[src/rtl/sd4_window_gen.sv]
//------------------------------------------------------------------------------
// sd4_window_gen
//
// Builds 3x3 pixel windows from a raster-order 8-bit pixel stream for the
// SD4 convolution MAC. Two line buffers (lb1 = previous row, lb0 = the row
// before that) feed the top and middle rows of a 3-column shift window. The
// bottom row is fed directly from pix_in.
//
// Ports:
//   clk        rising-edge clock
//   rst        asynchronous, active-high reset
//   sof        start of frame, qualified by pix_valid; forces pixel to (0,0)
//   pix_valid  pix_in carries a pixel this cycle (no backpressure)
//   pix_in     pixel value, raster order
//   image      registered 3x3 window, MSB = top-left, [7:0] = newest pixel
//   win_valid  1-cycle pulse when image holds a new complete window
//   frame_done 1-cycle pulse after the last pixel of a frame is accepted
//   row_idx    row of the next expected pixel
//   col_idx    column of the next expected pixel
//------------------------------------------------------------------------------
module sd4_window_gen #(
  parameter int IMG_W = 8,
  parameter int IMG_H = 8,
  parameter int PIX_W = 8
) (
  input  logic               clk,
  input  logic               rst,
  input  logic               sof,
  input  logic               pix_valid,
  input  logic [PIX_W-1:0]   pix_in,
  output logic [9*PIX_W-1:0] image,
  output logic               win_valid,
  output logic               frame_done,
  output logic [9:0]         row_idx,
  output logic [9:0]         col_idx
);

  localparam int         AW       = $clog2(IMG_W);
  localparam logic [9:0] LAST_COL = 10'(IMG_W - 1);
  localparam logic [9:0] LAST_ROW = 10'(IMG_H - 1);

  logic [PIX_W-1:0] lb0 [IMG_W];
  logic [PIX_W-1:0] lb1 [IMG_W];

  logic [9:0]       eff_row;
  logic [9:0]       eff_col;
  logic [9:0]       next_row;
  logic [9:0]       next_col;
  logic [AW-1:0]    addr;
  logic             last_col;
  logic             last_row;
  logic [PIX_W-1:0] old_pix;
  logic [PIX_W-1:0] older_pix;

  // Position of the pixel on the input this cycle. A qualified sof overrides
  // the counters so the pixel is treated as (0,0), which also aborts any frame
  // in progress: the window rule below then suppresses output until two fresh
  // rows have passed through the line buffers.
  always_comb begin
    eff_row  = row_idx;
    eff_col  = col_idx;
    if (sof) begin
      eff_row = '0;
      eff_col = '0;
    end
    addr      = eff_col[AW-1:0];
    last_col  = (eff_col == LAST_COL);
    last_row  = (eff_row == LAST_ROW);
    next_col  = last_col ? 10'd0 : eff_col + 10'd1;
    next_row  = eff_row;
    if (last_col) begin
      next_row = last_row ? 10'd0 : eff_row + 10'd1;
    end
    old_pix   = lb1[addr];
    older_pix = lb0[addr];
  end

  // Line buffers as column-addressed circular buffers. On each accept the
  // previous-row entry ages into lb0 and the new pixel takes its place in lb1.
  // Contents need no reset because windows are only flagged valid once two
  // full rows have been rewritten.
  always_ff @(posedge clk) begin
    if (pix_valid) begin
      lb0[addr] <= old_pix;
      lb1[addr] <= pix_in;
    end
  end

  // Window shift register, position counters and output strobes. Each window
  // row shifts left by one pixel and takes its new right-hand column from
  // lb0 (top), lb1 (middle) and pix_in (bottom).
  always_ff @(posedge clk or posedge rst) begin
    if (rst) begin
      image      <= '0;
      win_valid  <= 1'b0;
      frame_done <= 1'b0;
      row_idx    <= '0;
      col_idx    <= '0;
    end else if (pix_valid) begin
      image      <= {image[8*PIX_W-1:6*PIX_W], older_pix,
                     image[5*PIX_W-1:3*PIX_W], old_pix,
                     image[2*PIX_W-1:0],       pix_in};
      win_valid  <= (eff_row >= 10'd2) && (eff_col >= 10'd2);
      frame_done <= last_row && last_col;
      row_idx    <= next_row;
      col_idx    <= next_col;
    end else begin
      win_valid  <= 1'b0;
      frame_done <= 1'b0;
    end
  end

endmodule

[config.mk]
export PLATFORM = sky130hd
export DESIGN_NAME = sd4_window_gen
export DESIGN_NICKNAME = d
export VERILOG_FILES = /design/src/rtl/sd4_window_gen.sv
export SDC_FILE = /design/constraint.sdc
export NUM_CORES = 1
export LEC_CHECK = 0
export CORE_MARGIN = 8
export CORE_UTILIZATION = 25
export DETAILED_ROUTE_END_ITERATION = 12
export SYNTH_ARGS = -nofsm -noshare
export SYNTH_HDL_FRONTEND = slang
export SYNTH_SLANG_ARGS = --single-unit
[constraint.sdc]
create_clock -name clk -period 2.9 [get_ports clk]
set_input_delay 0.435 -clock clk [delete_from_list [all_inputs] [get_ports clk]]
set_output_delay 0.435 -clock clk [all_outputs]
set_load 0.05 [all_outputs]
Word-level counts from Yosys, hierarchy flattened --
Memory sizes are Yosys's and may differ from the RTL's. A register that Yosys moved wholly into a read port is not among the register bits. Cells that the tools add are included.
Word-level totals: register bits after elaboration 94, memory bits (writable) 128, input bits 12, output and inout port bits 94, memories kept 2
Memories:
- lb0 | words 8, width 8, rd ports 1, clocked after memory_dff 1, write ports 1, RTL line 42 | logic [PIX_W-1:0] lb0 [IMG_W];
- lb1 | words 8, width 8, rd ports 1, clocked after memory_dff 0, write ports 1, RTL line 43 | logic [PIX_W-1:0] lb1 [IMG_W];
Cells by class: reduce and logical (&&, ||, !) cells 2, eq/ne operators 2, add/subtract/negate cells 2, muxes and demuxes 9, order comparisons 2
Operators with widths (number):
- $mux 10 | 5
- $add 10x1->10 const B | 2
- $eq 10x3->1 const B | 2
- $ge 10x2->1 const B | 2
- $mux 1 | 4
- $logic_and 1x1->1 | 2

Longest topological paths before layout --
word-level depth 4, depth in mapped cells 11, depth with buffers taken out 8

Worst setup path before layout --
Ideal clock, no wire load.
path type reg2reg, start register col_idx[1], end memory lb0[4][0] (enable), stages on the path, launching flop included 5, arrival 2.455 ns, path buffers 2, clock period less this slack 2.864 ns, slack 0.036 ns, data required time 2.491 ns, setup time 0.409 ns, cell sequence dfrtp_1 > buf_2 > or3b_1 > clkbuf_1 > nor3_1
Between the ends: longest elaborated chain between the ends 1
RTL lines:
- start: declaration | RTL line 35 | output logic [9:0] col_idx
- start signal: assignment | RTL line 106 | col_idx <= next_col;
- $mux 10 | RTL line 62 | if (sof) begin
- end: declaration | RTL line 42
Every way passes these cells.

Final worst setup path --
start register col_idx[0], end output col_idx[0]
No word-level cell between the ends.

==> metrics <==
Mapped Nets 650; period utilization 0.846; CORE AREA between 30000 and 40000 µm²; synthesized area around 9200 µm²; Top FF cell, synth edfxtp_1; vias roughly 5700; Mean Syn Cell Area between 10 and 15 µm²; simple-gate portion of the synthesized area 0.0938; CP Launch Type flop; RSZ-0062 raised after global routing false; PortBufs approximately 110; final slew viol count 0; Worst Setup End Kind output port; CTS clock-pin slew for the worst setup and hold paths 60 ps; HPWL after DPL ~15000 µm; post-synthesis sequential area ratio 0.673; post-synthesis mux area share 0.128; busiest layer in global routing met2; Buf+Inv Stages, Crit Path 1; worst slew pin tran slightly above 800 ps; Clock Tree Buf Depth 3; worst-skew pair later-pin latency a little over 500 ps; num rows 70; hold crit path type input port to async pin; Seq pwr share 0.426; largest net degree at the start of global routing 74; max cap viols 0; Net Sw Power about 2.9 mW; Inserted Diodes 0; maximum clock frequency between 400 and 500 MHz; CP max stage delay 900 ps; setup bufs post-CTS 0; CTS Hold Buffers Added 0; worst path required time between 2000 and 2500 ps; clk_skew around 12 ps; vias in the first global route between 5000 and 6000; post-synthesis compound-gate area fraction 0.0739; fin nets 770; CP cell instances clkdlybuf4s50_1; cell taking the most area after synthesis edfxtp_1; root cell of the clock tree clkbuf_16; Synth Area in XOR/XNOR 0; clock period minus worst slack between 2000 and 2500 ps; WL/cell 17.7 µm; Post-Route WL between 20000 and 25000 µm; DP Worst Slack about 440 ps; Logic pwr share 0.234; most frequent cells after synthesis 128 x edfxtp_1, 94 x dfrtp_1, 63 x mux2_2; Pleak between 4 and 5 nW; Adder-Cell Fraction of Synth Area 0.00544; main combinational cell family by area after synthesis multiplexers; most common cell in the synthesized netlist edfxtp_1; M3 GR Usage 0.0275; asr flop ratio synth 0.423; status finished, final reports clean; Yosys top cell area share 0.418; #FFs+latches synth 222; Setup Crit Path Kind flop to output port; drc violations 0; wire length of the first global-routing pass between 30000 and 40000 µm; CTS tree built; Max stage delay cell, worst path clkdlybuf4s50_1; Rel. slew slack 0.456; initial drt markers between 200 and 300; final setup margin 448 ps; global route total overflow 0; Worst path top cell family by delay buffers and inverters; Post-synth EDFFs between 100 and 150; P_int 6.30 mW; CTS HTree Levels 1; Die Width slightly above 200 µm; crit path max fanout 14; clock group share of total power 0.340; worst ir drop on vdd 0.579 mV; Via density 4.59; number of synthesis warnings 0; Setup-failing EPs final 0; ANT nets after route 0; Fin. Hold Viols 0; Placer Congestion between 0.7 and 0.8; pwr dens between 700 and 800 nW/µm²; crit path DAT about 2000 ps; Util after Layout 0.322; initial antenna violation count 0; Post-CTS Resized 0; switching share of power 0.313; GRT Total Usage 0.100; synthesized netlist cell count ~630; IO Count about 110; area grow syn2layout 27.4%; Synth cell types slightly above 60; met1 Use GR 0.141; Initial DRT Pass Iterations 5; GR Util met2 0.154; height of the die 208 µm; layout cells sized above 1 0.193; synth top area cells edfxtp_1 42%, dfrtp_1 26%, mux2_2 7.7%; CTS Buf Count 24; full die area 43200 µm²; Total Neg Setup Slack 0 ps; Initial Util 0.253; Sink Count approximately 220
[cell type report]
type                            count  area [µm²]
Fill cell                        3579       24700
Sequential cell                   222        6200
Multi-Input combinational cell    360        2780
Timing Repair Buffer              133        1300
Clock buffer                       30         644
Tap cell                          468         586
Clock inverter                     14         169
Inverter                           13        51.3
[flip-flops by register name, indices dropped and copies added (netlist names)]
| name | flops |
|---|---|
| col_idx | 10 |
| frame_done | 1 |
| image | 72 |
| lb0 | 64 |
| lb1 | 64 |
| row_idx | 10 |
| win_valid | 1 |
[worst reg2reg max path: stages, from the launching register on]
cell	delay [ps]
dfrtp_1	870
nor2b_2	430
and4_1	520
a21oi_1	140
a211o_1	280
[metal layers]
layer | wire (µm) | part of all wire
met1 | 10100 | 0.46
met2 | 9870 | 0.45
met3 | 1660 | 0.076
met4 | 357 | 0.016
met5 | 0 | 0
[cells in the final DEF, fill, tap and decap left out, types with 14 or more instances in the layout]
cell type and instances:
edfxtp_1 128, clkdlybuf4s50_1 102, dfrtp_1 93, mux2_2 63, nor2_1 40, nand2_1 37, mux2i_1 29, buf_4 26
clkbuf_16 25, o21ai_0 17, a21oi_1 16, nor2b_1 14
[metrics by stage]
stage          std cells  cell area, µm²  power (mW)  hold slack (ps)
2_1_floorplan        634            9210        5.35              523
3_3_place_gp        1196           10900        6.13              490
3_5_place_dp        1196           10900        6.15              495
4_1_cts             1240           11700        9.30              297
5_1_grt             1240           11700        9.57              323
6_report            1240           11700        9.18              320
[logic make-up after synthesis]
family,count (synthesis)
fa+ha+maj,4
mux,100
flops,222
simple gates,159
compound gates,97
buf+inv,52
[path summary, 6_finish.rpt]
path                                  from          to  slack (ps)  depth (start not counted)
worst max-delay path            col_idx[0]  col_idx[0]         450                          1
worst min-delay path                   rst   image[70]         320                          2
worst max register to register  col_idx[2]  row_idx[2]         550                          4
worst min register to register   image[45]   image[45]         510                          1
max in group asynchronous              rst    image[7]        1930                          3
min in group clk                 pix_valid  col_idx[1]         320                          2
[power groups by stage]
stage	registers, mW	logic [mW]	clock network (mW)
after floorplan	4.75	0.599	0
after global placement	3.97	2.16	0
after detailed placement	3.98	2.17	0
after CTS	3.92	2.18	3.21
after global routing	3.96	2.27	3.34
final	3.91	2.15	3.12
Note: power is estimated with default switching activity, not from simulation.
